File: config.mk
export PLATFORM = sky130hd
export DESIGN_NAME = mem_slot_dumper
export DESIGN_NICKNAME = d
export VERILOG_FILES = /design/src/rtl/mem_slot_dumper_pkg.sv /design/src/rtl/mem_slot_dumper_slot_counter.sv /design/src/rtl/mem_slot_dumper.sv
export SDC_FILE = /design/constraint.sdc
export NUM_CORES = 1
export LEC_CHECK = 0
export BUFFER_PORTS_ARGS = -buffer_cell sky130_fd_sc_hd__buf_2
export CORE_AREA = 3 3 106 108
export CTS_CLUSTER_SIZE = 16
export DETAILED_ROUTE_END_ITERATION = 10
export DIE_AREA = 0 0 109 111
export HOLD_SLACK_MARGIN = 0.03
export MAX_ROUTING_LAYER = met4
export PLACE_DENSITY = 0.82
export SETUP_SLACK_MARGIN = 0.02
export SYNTH_ARGS = -nofsm -noshare
export SYNTH_HDL_FRONTEND = slang
export SYNTH_SLANG_ARGS = --single-unit
File: constraint.sdc
create_clock -name _clk -period 1.99 [get_ports _clk]
set_input_delay 0.199 -clock _clk [delete_from_list [all_inputs] [get_ports _clk]]
set_output_delay 0.199 -clock _clk [all_outputs]
set_load 0.02 [all_outputs]
File: src/rtl/mem_slot_dumper_pkg.sv
// mem_slot_dumper_pkg: shared state encodings, defaults and log2 helper for slot walkers
package mem_slot_dumper_pkg;
  localparam int DEF_WORDSZ_BYTES = 4;
  typedef enum logic [2:0] {
    S_IDLE,
    S_READ,
    S_WAIT,
    S_EMIT,
    S_DONE
  } state_e;
  function automatic int log2(input int v);
    int r;
    r = 0;
    for (int i = 0; i < 31; i++) if ((1 << i) < v) r = i + 1;
    return r;
  endfunction
endpackage

File: src/rtl/mem_slot_dumper_slot_counter.sv
// mem_slot_dumper_slot_counter: slot index walker with clear, increment and last-slot flag
module mem_slot_dumper_slot_counter
  import mem_slot_dumper_pkg::*;
#(
  parameter int N  = 32,
  parameter int SW = log2(N)
) (
  input  logic          _clk,
  input  logic          _reset_n,
  input  logic          _clr,
  input  logic          _inc,
  output logic [SW-1:0] slot_,
  output logic          last_
);
  // slot index: clear wins over increment
  always_ff @(posedge _clk or negedge _reset_n)
    if (!_reset_n) slot_ <= '0;
    else if (_clr) slot_ <= '0;
    else if (_inc) slot_ <= slot_ + 1'b1;
  assign last_ = slot_ == SW'(N - 1);
endmodule

File: src/rtl/mem_slot_dumper.sv
// mem_slot_dumper: walks all memory slots and streams (vptr, data) pairs over valid/ready
module mem_slot_dumper
  import mem_slot_dumper_pkg::*;
#(
  parameter int MEM_SLOTS_COUNT = 32,
  parameter int WORDSZ_BYTES    = DEF_WORDSZ_BYTES,
  parameter int SW              = log2(MEM_SLOTS_COUNT)
) (
  input  logic          _clk,
  input  logic          _reset_n,
  input  logic          _base_load,
  input  logic [31:0]   _base_vptr,
  input  logic          _start,
  input  logic          _abort,
  output logic          rd_en_,
  output logic [SW-1:0] rd_slot_n_,
  input  logic [31:0]   _rd_data,
  output logic          out_valid_,
  input  logic          _out_ready,
  output logic [31:0]   out_vptr_,
  output logic [31:0]   out_data_,
  output logic          busy_,
  output logic          done_
);
  localparam int WB = log2(WORDSZ_BYTES);
  state_e        state_q, state_d;
  logic [31:0]   base_q;
  logic [SW-1:0] slot;
  logic          last, slot_clr, slot_inc;
  mem_slot_dumper_slot_counter #(.N(MEM_SLOTS_COUNT), .SW(SW)) u_slot (
    ._clk     (_clk),
    ._reset_n (_reset_n),
    ._clr     (slot_clr),
    ._inc     (slot_inc),
    .slot_    (slot),
    .last_    (last)
  );
  // next state; an accept coincident with abort still retires the pair before DONE
  always_comb begin
    state_d  = state_q;
    slot_clr = 1'b0;
    slot_inc = 1'b0;
    case (state_q)
      S_IDLE: if (_start) begin
        state_d  = S_READ;
        slot_clr = 1'b1;
      end
      S_READ: state_d = _abort ? S_DONE : S_WAIT;
      S_WAIT: state_d = _abort ? S_DONE : S_EMIT;
      S_EMIT: if (_out_ready && !_abort && !last) begin
        state_d  = S_READ;
        slot_inc = 1'b1;
      end else if (_out_ready || _abort) state_d = S_DONE;
      S_DONE: state_d = S_IDLE;
      default: state_d = S_IDLE;
    endcase
  end
  // state register
  always_ff @(posedge _clk or negedge _reset_n)
    if (!_reset_n) state_q <= S_IDLE;
    else state_q <= state_d;
  // base only moves while idle so a running dump keeps a consistent address map
  always_ff @(posedge _clk or negedge _reset_n)
    if (!_reset_n) base_q <= '0;
    else if (state_q == S_IDLE && _base_load) base_q <= _base_vptr;
  // capture the read word and its address; held through EMIT until accepted
  always_ff @(posedge _clk or negedge _reset_n)
    if (!_reset_n) begin
      out_data_ <= '0;
      out_vptr_ <= '0;
    end else if (state_q == S_WAIT) begin
      out_data_ <= _rd_data;
      out_vptr_ <= base_q + (32'(slot) << WB);
    end
  assign rd_en_     = state_q == S_READ;
  assign rd_slot_n_ = rd_en_ ? slot : '0;
  assign out_valid_ = state_q == S_EMIT;
  assign busy_      = state_q != S_IDLE;
  assign done_      = state_q == S_DONE;
endmodule
* After elaboration in Yosys (flattened, before gate mapping)
Cells that the tools add are included.
Storage, ports and cells: flip-flop bits (word level) 104, bits in latches 0, RAM bits 0, bits in read-only memories 0, output and inout port bits 73, logic and storage cells 37, memories kept 0
Operators by class: add/sub/neg operators 2, multiply operators 0, divide/modulo/power cells 0, order comparisons 0, equal/unequal tests 7, shift-type cells 0, multiplexer cells 13, bitwise logic cells 0, reductions and logical operators 10
Operator list (count):
- adder 32 x 7 -> 32 bit | 1
- 2-to-1 mux 3 bit | 5
- 2-to-1 mux 5 bit | 3
- one-hot mux 3 bit (4 select lines) | 1
- == test 3 x 2 -> 1 bit (second input constant) | 2
- adder 5 x 1 -> 5 bit (second input constant) | 1
- == test 5 bit (second input constant) | 1
- 2-to-1 mux 1 bit | 4
- == test 3 x 1 -> 1 bit (second input constant) | 1
- == test 3 bit (second input constant) | 1
- logical AND 1 bit | 3
- logical NOT 3 bit | 1
- != test 3 x 1 -> 1 bit (second input constant) | 1
- nonzero test 3 bit | 1
- logical NOT 1 bit | 2
- != test 2 bit (second input constant) | 1
- AND reduction 2 bit | 1
- nonzero test 2 bit | 1
- logical OR 1 bit | 1

* Logic depth before layout (Yosys ltp)
word-level depth 7, depth in mapped cells 9, gate-level depth less buffers 8

* Modules after synthesis
From an unflattened synthesis, not the netlist that was laid out.
Unflattened totals: cells, all modules 476, area, all modules 4819.6 um^2
Modules (own cells, without submodules):
- mem_slot_dumper | instances 1, cells each 454, area an instance 4543.1 um^2, seq. area each 2477.4 um^2
- mem_slot_dumper_slot_counter | instances 1, cells each 22, area an instance 276.5 um^2, seq. area each 125.1 um^2

* Worst setup path before layout
Ideal clock, no wire load.
kind register to register, start register u_slot.slot_[0], end register out_vptr_[20], arrival time 2.018 ns, data required time 1.907 ns, setup slack -0.111 ns, stages on the path, launching flop included 10, clock period less this slack 2.101 ns, cell sequence dfrtp_1 > ha_1 > inv_1 > fa_1 > nor2b_1 > o31a_1 > clkbuf_1 > o2111ai_1 > xor2_1 > o21ai_0
On the way: longest elaborated chain between the ends 1
Ends and longest elaborated chain:
- start: declaration | RTL line mem_slot_dumper_slot_counter.sv:12 | output logic [SW-1:0] slot_,
- start signal: assignment | RTL line mem_slot_dumper_slot_counter.sv:19 | else if (_inc) slot_ <= slot_ + 1'b1;
- adder 32 x 7 -> 32 bit | RTL line mem_slot_dumper.sv:73 | out_vptr_ <= base_q + (32'(slot) << WB);
- end signal: assignment | RTL line mem_slot_dumper.sv:73
- end: declaration | RTL line mem_slot_dumper.sv:20 | output logic [31:0] out_vptr_,
Every way passes these cells. A chain may end at the register's enable or synchronous reset.

* Worst setup path in the final report
start register base_q[2], end register out_vptr_[14]
On the way: longest elaborated chain between the ends 1
Ends and longest elaborated chain:
- start: declaration | RTL line mem_slot_dumper.sv:27 | logic [31:0] base_q;
- start signal: assignment | RTL line mem_slot_dumper.sv:65 | else if (state_q == S_IDLE && _base_load) base_q <= _base_vptr;
- adder 32 x 7 -> 32 bit | RTL line mem_slot_dumper.sv:73
Every way passes these cells.

==> qor.yml <==
grt_pass1_vias: 4510
ir_drop_mv: 0.9622
power_uw: 9677
power_density_mw_per_mm2: 1460
utilization: 0.6421
die_h_um: 111
min_from: "_base_vptr[3]"
timing.rr.start: "base_q[2]$_DFFE_PN0P_"
io_buffers: 142
critPathLaunch: "base_q[2]$_DFFE_PN0P_"
drt_iter0_drc: 171
maxSlewHeadroom: 0.6187
synthXorXnorAreaFrac: 0.03438
hpwl_um: 8821
violations: "negative setup slack"
gr-total-overflow: 0
cp.required_ns: 2.23
ys_ff_latch: 104
max_clock_freq_mhz: 495.2
grt_usage: 0.2217
synth_cell_type_count: 49
ys.flop_type: "dfrtp_1"
worstPathArrival_ns: 2.26
dpl.cell_count: 762
drv_cap: 0
antenna_found_initial: 0
leakagePower_uw: 0.003168
tightestPinTransition_ns: 0.5713
n_fill_cell: 793
synth-adder-area-share: 0.02223
placedInstanceArea_mm2: 0.005866
synth_fp_nets: 562
rows: 37
fin_crit_ns: 2.020
drc: 0
cts_sinks: 104
grt_pass1_wl_um: 20850
hold_viol_final: 0
die-width_um: 109
final_common_cell: "buf_2"
slew_viol_final: 0
critPathCaptureType: "flip-flop"
synth-async-reset-ratio: 1.000
mostFrequentLayoutCells: "buf_2 (141), nand2_1 (140), dfrtp_1 (103)"
fin_worst_skew_ns: 0.01531
hold_path_class: "input port to flip-flop"
synth_edf_count: 0
globalplace.congestion: 0.8195
cts.reportedPaths.clkPinSlew_ns: 0.10
worstSetupStartpointType: "flip-flop"
routed_wl_um: 12840
postSynthAreaPerCell_um2: 9.999
crit_fanout: 13
routed_via_density: 5.234
stdcell_area_mm2: 0.006629
synthSimpleGateAreaFrac: 0.2037
syn2layout_area_growth_pct: 36.97
rsz0062_at_grt: "yes"
cts_max_level: 3
muxShareOfSynthArea: 0.07187
cts_buffers: 9
finalSetupViolations: 3
cts_root_buf: "clkbuf_8"
core_mm2: 0.01032
nNetsFinal: 756
ios: 143
fin_crit_sh: 1.015
vias: 4292
fin_cells: 820
drive_gt1_frac: 0.3704
first_pass_iters: 4
ant_nets: 0
cts_tree: "built"
clk_latency_ns: 0.37
synth_top_family_by_area: "simple AND/OR/NAND/NOR gates"
initial_core_util: 0.4688
syn_inst: 484
synthesis.area_mm2: 0.004840
synth-compound-area-share: 0.1019
clock_path_buffers: 2
setup_ws_ns: -0.02958
yosysWarnings: 0
yosysSeqAreaShare: 0.5377
die_area_mm2: 0.01210
crit_type: "flip-flop to flip-flop"
grt_start_max_net_pins: 61
routedWlPerCell_um: 15.66
status: "finished with violations"
-- power breakdown --
part	internal (µW)	switching [µW]
registers	3110	764
clock network	747	716
logic	1760	2580
total	5620	4060
-- state kept, by name (all words and copies together) (netlist names) --
name          cells
base_q           32
out_data_        32
out_vptr_        32
state_q           3
u_slot.slot_      5
-- layer usage --
layer,routed length [µm],global-route usage
met5,0,-
met4,293,0.07912
met3,778,0.05416
met2,6447,0.3636
met1,5321,0.2637
-- worst paths after layout --
| path | end | slack [ns] | cells past startpoint |
|---|---|---|---|
| hold / removal | base_q[3]$_DFFE_PN0P_ | 0.04 | 3 |
| setup / recovery | out_vptr_[14]$_DFFE_PN0N_ | -0.03 | 9 |
| hold reg to reg | out_data_[15]$_DFFE_PN0N_ | 0.48 | 2 |
| min in group asynchronous | base_q[14]$_DFFE_PN0P_ | 0.28 | 2 |
| setup reg to reg | out_vptr_[14]$_DFFE_PN0N_ | -0.03 | 9 |
| max in group asynchronous | out_data_[15]$_DFFE_PN0N_ | 1.08 | 3 |
-- synth_stat cells (all sizes together), types with 3 or more instances --
library cell / count / area share
o211ai: 7 / 0.011
o21ai: 32 / 0.033
a31oi: 7 / 0.0090
and2: 9 / 0.012
a21oi: 9 / 0.0093
nand3: 6 / 0.0083
mux2: 30 / 0.070
o2111ai: 6 / 0.011
xnor2: 3 / 0.0054
xor2: 16 / 0.029
o31ai: 6 / 0.0093
buf: 8 / 0.0080
clkbuf: 18 / 0.014
and3: 6 / 0.0088
nand4: 4 / 0.0083
or3: 3 / 0.0039
ha: 7 / 0.018
inv: 8 / 0.0062
a211oi: 4 / 0.0062
nand2: 141 / 0.11
or4: 5 / 0.0078
nor2: 20 / 0.017
nor3b: 3 / 0.0057
dfrtp: 104 / 0.54
-- repair_timing --
item                                   CTS  global route
endpoints found under the hold margin   59             0
setup endpoints to repair               21            29
hold buffers                            34             0
cloned                                   0             1
pin swaps                                4             9
buffers inserted                         3             3
resized for setup                       11            21
-- layout make-up --
class	instances	area, µm²	share of cell area
flip-flops and latches	104	2604	0.3928
multi-input cells	346	2250	0.3394
clock inverters	6	92.59	0.01397
clock buffers	10	137.6	0.02076
inverters	8	30.03	0.004530
repair buffers	209	1343	0.2025
well taps	136	170.2	0.02567
diodes	1	2.502	0.0003775
-- worst max-delay path, stage by stage (launching register included) --
cell and delay, ns:
dfrtp_1 0.42, ha_4 0.19, inv_2 0.05, fa_2 0.21
nor2b_2 0.05, o31a_1 0.33, buf_12 0.16, o211ai_1 0.22
xor2_1 0.18, o21ai_0 0.09
-- through the flow --
step	setup WS [ns]	hold slack, ns	setup TNS [ns]
floorplan	0.02074	-0.09659	0
global placement	0.05953	0.1405	0
detailed placement	-0.06170	0.1399	-0.3054
CTS	-0.007006	0.03191	-0.007006
global route	-0.1215	0.03689	-1.490
finish	-0.02958	0.03789	-0.04368
-- logic make-up after synthesis --
kind of cell,count (synthesis)
AO/OA/AOI/OAI,79
AND/OR/NAND/NOR,209
buffers and inverters,34
XOR/XNOR,19
multiplexers,31
flip-flops,104
adder cells (fa/ha/maj),8
No activity file was read; power rests on OpenSTA's default activity.
